--- config.mk ---
export PLATFORM = sky130hd
export DESIGN_NAME = fetch_pc_sequencer
export DESIGN_NICKNAME = d
export VERILOG_FILES = /design/src/rtl/fetch_pc_sequencer.sv
export SDC_FILE = /design/constraint.sdc
export NUM_CORES = 1
export LEC_CHECK = 0
export ABC_AREA = 0
export CAP_MARGIN = 10
export CORE_MARGIN = 4
export CORE_UTILIZATION = 55
export DETAILED_ROUTE_END_ITERATION = 8
export PLACE_DENSITY = 0.92
export RECOVER_POWER = 50
export SLEW_MARGIN = 5
export SYNTH_ARGS = -nofsm -noshare
export SYNTH_HDL_FRONTEND = slang
export SYNTH_SLANG_ARGS = --single-unit
--- constraint.sdc ---
create_clock -name clk -period 4.1 [get_ports clk]
set_input_delay 0.82 -clock clk [delete_from_list [all_inputs] [get_ports clk]]
set_output_delay 0.82 -clock clk [all_outputs]
set_load 0.02 [all_outputs]
--- src/rtl/fetch_pc_sequencer.sv ---
// ---------------------------------------------------------------------------
// fetch_pc_sequencer
//
// Program-counter and fetch sequencer placed directly in front of the
// instruction memory. A start command selects a demo program whose base
// address is prog_sel*BASE_STEP. The sequencer then fetches one word per
// cycle until it sees the OUT instruction (opcode 4'b0001). A watchdog limits
// a program to MAX_LEN words. After the last fetch it waits DRAIN_CYC cycles
// for the downstream pipeline to empty, then pulses done for one cycle.
//
// Ports
//   clk            in   1     system clock, rising edge
//   reset          in   1     asynchronous, active-high reset
//   start          in   1     one-cycle start request (accepted only in IDLE)
//   prog_sel       in   4     program number, sampled together with start
//   M_instruction  in   16    instruction word at PCAdd_pc (combinational)
//   stall          in   1     fetch stall (present only with STALL_EN)
//   PCAdd_pc       out  PC_W  registered fetch address
//   inst_valid     out  1     M_instruction is a live fetch this cycle
//   busy           out  1     high while fetching or draining
//   done           out  1     one-cycle completion pulse
//   err            out  1     sticky error, cleared by the next accepted start
//
// Configuration macro
//   STALL_EN : adds the stall input. While stall is high in FETCH the PC
//              holds, inst_valid is low, the watchdog count is frozen and OUT
//              detection is suppressed. Undefined by default.
// ---------------------------------------------------------------------------
module fetch_pc_sequencer #(
    parameter int PC_W      = 16,
    parameter int BASE_STEP = 100,
    parameter int NUM_PROG  = 9,
    parameter int DRAIN_CYC = 4,
    parameter int MAX_LEN   = 32
) (
    input  logic            clk,
    input  logic            reset,
    input  logic            start,
    input  logic [3:0]      prog_sel,
    input  logic [15:0]     M_instruction,
`ifdef STALL_EN
    input  logic            stall,
`endif
    output logic [PC_W-1:0] PCAdd_pc,
    output logic            inst_valid,
    output logic            busy,
    output logic            done,
    output logic            err
);

    localparam int CNT_W = $clog2(MAX_LEN + 1);
    localparam int DRN_W = $clog2(DRAIN_CYC + 1);

    // Word index of the final fetch the watchdog allows (counter is 0-based).
    localparam logic [CNT_W-1:0] LAST_WORD  = CNT_W'(MAX_LEN - 1);
    localparam logic [DRN_W-1:0] DRAIN_LAST = DRN_W'(DRAIN_CYC - 1);
    localparam logic [3:0]       MAX_SEL    = 4'(NUM_PROG);
    localparam logic [PC_W-1:0]  STEP       = PC_W'(BASE_STEP);
    localparam logic [3:0]       OP_OUT     = 4'b0001;

    typedef enum logic [1:0] {
        IDLE  = 2'd0,
        FETCH = 2'd1,
        DRAIN = 2'd2,
        DONE  = 2'd3
    } state_t;

    state_t            state_q, state_d;
    logic [PC_W-1:0]   pc_q, pc_d;
    logic              err_q, err_d;
    logic [CNT_W-1:0]  wordCnt_q, wordCnt_d;
    logic [DRN_W-1:0]  drainCnt_q, drainCnt_d;

    logic              fetchStall;
    logic              selOk;
    logic              isOut;
    logic [PC_W-1:0]   startPc;
    logic              unusedInstBits;

`ifdef STALL_EN
    assign fetchStall = stall;
`else
    assign fetchStall = 1'b0;
`endif

    // Only the opcode field matters to the sequencer; the operand bits are
    // folded into a deliberately unused signal.
    assign unusedInstBits = ^M_instruction[11:0];

    assign selOk   = (prog_sel != 4'd0) && (prog_sel <= MAX_SEL);
    assign isOut   = (M_instruction[15:12] == OP_OUT);
    // Product is truncated to PC_W bits on purpose.
    assign startPc = PC_W'(prog_sel) * STEP;

    // State, PC, error flag and both counters share one register process.
    always_ff @(posedge clk or posedge reset) begin
        if (reset) begin
            state_q    <= IDLE;
            pc_q       <= '0;
            err_q      <= 1'b0;
            wordCnt_q  <= '0;
            drainCnt_q <= '0;
        end else begin
            state_q    <= state_d;
            pc_q       <= pc_d;
            err_q      <= err_d;
            wordCnt_q  <= wordCnt_d;
            drainCnt_q <= drainCnt_d;
        end
    end

    // Next-state logic. OUT detection is checked before the watchdog so an
    // OUT on the very last allowed word finishes cleanly with no error.
    always_comb begin
        state_d    = state_q;
        pc_d       = pc_q;
        err_d      = err_q;
        wordCnt_d  = wordCnt_q;
        drainCnt_d = drainCnt_q;

        case (state_q)
            IDLE: begin
                if (start) begin
                    if (selOk) begin
                        pc_d       = startPc;
                        err_d      = 1'b0;
                        wordCnt_d  = '0;
                        drainCnt_d = '0;
                        state_d    = FETCH;
                    end else begin
                        err_d = 1'b1;
                    end
                end
            end

            FETCH: begin
                if (!fetchStall) begin
                    wordCnt_d = wordCnt_q + 1'b1;
                    if (isOut) begin
                        drainCnt_d = '0;
                        state_d    = DRAIN;
                    end else if (wordCnt_q == LAST_WORD) begin
                        err_d      = 1'b1;
                        drainCnt_d = '0;
                        state_d    = DRAIN;
                    end else begin
                        pc_d = pc_q + 1'b1;
                    end
                end
            end

            DRAIN: begin
                if (drainCnt_q == DRAIN_LAST) begin
                    state_d = DONE;
                end else begin
                    drainCnt_d = drainCnt_q + 1'b1;
                end
            end

            DONE: begin
                state_d = IDLE;
            end

            default: begin
                state_d = IDLE;
            end
        endcase
    end

    // Outputs decode the registered state so reset clears them immediately.
    always_comb begin
        PCAdd_pc   = pc_q;
        err        = err_q;
        inst_valid = (state_q == FETCH) && !fetchStall;
        busy       = (state_q == FETCH) || (state_q == DRAIN);
        done       = (state_q == DONE);
    end

endmodule
# After elaboration in Yosys (flattened, before gate mapping)
# Cells that the tools add are included.
dict set report totals {
  regBits 28
  inputBits 23
  output_inout_bits 20
  wordCells 60
}
dict set report classes {
  n_addsub 3
  mul 1
  n_lt_le_gt_ge 1
  eq_ne 14
  n_mux 25
  reduce_logical 11
}
# op n
set ops {}
lappend ops {{two-way mux 16 bit} 4}
lappend ops {{case mux 16 bit (2 select lines)} 1}
lappend ops {{adder 16 x 1 -> 16 bit (second input constant)} 1}
lappend ops {{two-way mux 3 bit} 5}
lappend ops {{two-way mux 6 bit} 2}
lappend ops {{!= test 2 bit (second input constant)} 6}
lappend ops {{case mux 6 bit (2 select lines)} 1}
lappend ops {{two-way mux 2 bit} 5}
lappend ops {{AND reduction 5 bit} 2}
lappend ops {{multiplier 4 x 5 -> 9 bit (second input constant)} 1}
lappend ops {{case mux 3 bit (3 select lines)} 1}
lappend ops {{case mux 2 bit (4 select lines)} 1}
lappend ops {{AND reduction 4 bit} 2}
lappend ops {{adder 6 x 1 -> 6 bit (second input constant)} 1}
lappend ops {{equality test 6 x 5 -> 1 bit (second input constant)} 1}
lappend ops {{equality test 2 bit (second input constant)} 2}
lappend ops {{equality test 4 x 1 -> 1 bit (second input constant)} 1}
lappend ops {{less-or-equal comparator 4 bit (second input constant)} 1}
lappend ops {{two-way mux 1 bit} 4}
lappend ops {{nonzero test 4 bit} 1}
lappend ops {{adder 3 x 1 -> 3 bit (second input constant)} 1}
lappend ops {{equality test 3 x 2 -> 1 bit (second input constant)} 1}
lappend ops {{!= test 3 x 1 -> 1 bit (second input constant)} 1}
lappend ops {{AND reduction 3 bit} 1}
lappend ops {{8 further kinds} 8}

# Logic depth before layout (Yosys ltp)
dict set report logic_depth {
  ltp_word 5
  depth_mapped 10
  depth_no_buf 10
}

# Least setup slack after synthesis
# OpenSTA, ideal clock, no wires.
dict set report synth_path {
  path_type {in2reg}
  start {input prog_sel[2]}
  end {register pc_q[12], in the netlist PCAdd_pc[12]}
  setup_time_ns 0.120
  t_arrival_ns 2.187
  required_ns 3.980
  path_slack_ns 1.793
  stages 7
  n_path_buf 1
  path_cell_list {inv_1 ha_1 a21bo_2 o2111ai_1 clkbuf_1 o31ai_1 a31o_2}
}
dict set report synth_between {
  elab_chain_cells 4
  elab_cells_between_ends 5
  classes_between {order compare (1); eq/ne (1); reduce/logical (3)}
}
# element line_no
set synth_lines {}
lappend synth_lines {{start: declaration} 39} ;# input logic [3:0] prog_sel,
lappend synth_lines {{less-or-equal comparator 4 bit or nonzero test 4 bit (tied branches)} 90} ;# assign selOk = (prog_sel != 4'd0) && (prog_sel <= MAX_SEL);
lappend synth_lines {{logical AND 1 bit *} 90}
lappend synth_lines {{!= test 2 bit (no source line) *} --}
lappend synth_lines {{AND reduction 5 bit (no source line) *} --}
lappend synth_lines {{end signal: assignment} 105} ;# pc_q <= pc_d;
lappend synth_lines {{end: declaration} 69} ;# logic [PC_W-1:0] pc_q, pc_d;
# Every way passes the cells marked *; elsewhere a longest branch is shown, timed or not.
# A chain may end at the register's enable or synchronous reset.

# Worst setup path in the final report
dict set report layout_path {
  start {input prog_sel[2]}
  end {register pc_q[15], in the netlist PCAdd_pc[15]}
}
# The elaborated chain is that of the path after synthesis.

==> key figures <==
STA
  • Final Hold Vio Count: 0
  • Final WS setup: 1110 ps
  • Worst relative slew slack: 0.291
  • Final period util: 0.729
  • FMAX: 335 MHz
  • Setup TNS: 0 ps
  • Tmin final: 2990 ps
  • Skew final: 4.57 ps
  • Final setup viols: 0
  • Slew of the pin with the lowest slew margin: 1060 ps
  • Final Max Slew Viols: 0
  • Unrepaired setup endpoints after global routing: no

Layout
  • Post-route insts no fill: 299
  • Area growth, synth to finish: 18.6%
  • Share of cells above drive strength 1: 0.0632
  • Multi-input logic area: 0.00124 mm^2
  • Seq. cell area: 701 um^2
  • Ant. Diodes: 0
  • Fill count: 280
  • Post-route cell area: 0.00242 mm^2
  • Final nets: 300

Yosys
  • Count leader, synth: dfrtp_1
  • Compound-cell area share of the yosys netlist: 0.217
  • Seq/Total Area, Yosys: 0.343
  • Synthesized area: 0.00204 mm^2
  • Mapped Cells: 227
  • Multiplexer share of the synthesized area: 0.0110
  • Xor/xnor cell area share of the yosys netlist: 0.0129
  • Synth cell types: 49
  • Synth top area share: 0.343
  • Synth area leaders: dfrtp_1, ha_1, a21oi_1
  • Post-Synth Simple-Gate Area: 0.219
  • Largest family of logic cells by synthesized area: simple AND/OR/NAND/NOR gates
  • Post-Synth Adder-Cell Area: 0.144
  • Post-synth EDFFs: 0
  • Most frequent cells after synthesis: dfrtp_1, ha_1, nand2_1
  • Post-synthesis register bit count: 28
  • Syn Area/Cell: 9.01 um^2
  • Prevailing post-synth register cell: dfrtp_1
  • Cell taking the most area after synthesis: dfrtp_1
  • FFs w/ async S/R, synth: 1.00
  • YS warnings: 0
  • Syn Nets: 273

Global routing
  • GRT Resource Usage Total: 0.219
  • Initial antenna violation count: 0
  • Largest net degree at the start of global routing: 30
  • Vias in the first global route: 1691
  • Grt ovf: 0
  • First-pass GRT wire length: 8.00 mm

Detailed routing
  • Met3 routed WL: 318 um
  • Post-route DRC: 0
  • Detail Route Antenna Nets: 0
  • Max layer used: met4
  • Total number of vias: 1874
  • DRT iter0 DRCs: 192
  • WL met1: 2.05 mm
  • Met2 wire length: 2.16 mm
  • WL/cell: 15.5 um
  • Via density: 6.27
  • TritonRoute pass-1 iters: 5
  • Total wire length: 4.65 mm

Floorplanning
  • Die area: 0.00476 mm^2
  • Starting Density: 0.589
  • Die Ht: 69.0 um
  • Top-Level Pins: 43
  • Die X: 69.0 um
  • Row cnt: 21
  • CORE AREA: 0.00347 mm^2

Setup path
  • Worst-path fanout max: 15
  • CP max stage delay: 580 ps
  • Crit Path Class: primary input to flip-flop
  • Reg-to-Reg Start: state_q[1]
  • Worst path bufs/invs: 2
  • Reg-to-reg endpoint: PCAdd_pc[15]
  • Worst Path Required: 4310 ps
  • Crit path from: prog_sel[2]
  • Slowest-stage cell, CP: o2111a_1
  • CP Depth: 8
  • Crit-path leading delay family: simple AND/OR/NAND/NOR gates
  • CP Cell Sequence: clkdlybuf4s50_1 -> inv_1 -> ha_1 -> nand4bb_1 -> o2111a_1 -> nand2_1 -> or3_1 -> o21ai_0
  • Path depth of the worst reg2reg path: 8
  • WP data arrival: 3190 ps
  • Critical path capture point type: flip-flop
  • Worst Setup Start Kind: primary input
  • R2R setup slack: 1510 ps

Placement
  • DPL Wire Length: 3.38 mm
  • Place WS: 874 ps
  • Dpl cells: 295
  • Placed instance area: 0.00237 mm^2
  • Final Wtd Congestion: 0.824
  • IO Port Bufs: 30

Clocking
  • CTS Buf Count: 3
  • CTS root buffer: clkbuf_8
  • # resized after CTS: 0
  • CTS tree: yes
  • Htree depth: 1
  • Clk_lat worst skew: 280 ps
  • Hold Buf Count CTS: 0
  • Clk pin slew, worst setup/hold paths: 90 ps
  • Clock Path Buffers: 2
  • Clock tree sinks: 28
  • Post-CTS Setup Bufs: 0

Pwr
  • Total Power Consumption: 1550 uW
  • Leakage Power: 0.00106 uW
  • Max VDD drop: 0.000797 V
  • PwrDens: 640 mW/mm^2

Hold path
  • Worst Hold Endpoint: wordCnt_q[4]
  • Hold Crit Depth: 1
  • Hold_sp: wordCnt_q[4]
  • Hold Crit Class: flip-flop to flip-flop

Run
  • Number of max-cap violations: 0

Run status
  • Status: finished clean
[power by group]
| part | internal, uW | total, uW | switching [uW] |
|---|---|---|---|
| logic | 371 | 890 | 519 |
| registers | 371 | 492 | 121 |
| clock network | 86.0 | 171 | 85.0 |
| total | 828 | 1550 | 725 |
[layer usage]
layer / GRT usage / up-vias
li1: - / 888
met1: 0.301 / 886
met2: 0.361 / 87
met3: 0.0178 / 13
met4: 0.0779 / 0
met5: 0 / -
[sequential cells by signal, summed over array words and instances, names as in the netlist]
name	count
PCAdd_pc	16
state_q	2
drainCnt_q	3
err	1
wordCnt_q	6
[cell families (layout without fill, tap and decap cells)]
group / count (synthesis) / count (layout)
mux: 2 / 2
compound gates: 64 / 64
simple gates: 81 / 81
buf+inv: 26 / 52
fa+ha+maj: 23 / 23
flops: 28 / 28
xor+xnor: 3 / 3
[cell type report]
| class | instances | share of cell area |
|---|---|---|
| inverters | 16 | 0.0248 |
| repair buffers | 32 | 0.130 |
| multi-input cells | 173 | 0.510 |
| clock buffers | 4 | 0.0227 |
| flip-flops and latches | 28 | 0.289 |
| well taps | 46 | 0.0237 |
[how the worst max path moves through the flow]
stage | slack [ps] | endpoint
floorplan | 1790 | PCAdd_pc[12]
global placement | 960 | PCAdd_pc[15]
detailed placement | 870 | PCAdd_pc[15]
CTS | 1160 | PCAdd_pc[15]
global route | 930 | PCAdd_pc[15]
finish | 1110 | PCAdd_pc[15]
[cells in the final DEF, fill, tap and decap left out, drive strengths merged, types with 3 or more instances in the layout]
cell / n
clkdlybuf4s50: 19
nor4: 3
inv: 16
dfrtp: 28
nand2b: 3
a21o: 4
dlygate4sd3: 11
o21ai: 15
nor2: 11
and3: 4
nand3: 16
clkbuf: 4
a21oi: 17
o31ai: 6
nand4: 7
nor3: 4
ha: 22
nand2: 19
[per-stage QoR]
| step | util | hold slack (ps) |
|---|---|---|
| after floorplan | - | 455 |
| after global placement | 0.683 | 478 |
| after detailed placement | 0.683 | 494 |
| after CTS | 0.699 | 507 |
| after global routing | 0.699 | 530 |
| final | 0.699 | 513 |
Power figures use the tool's default switching activity.
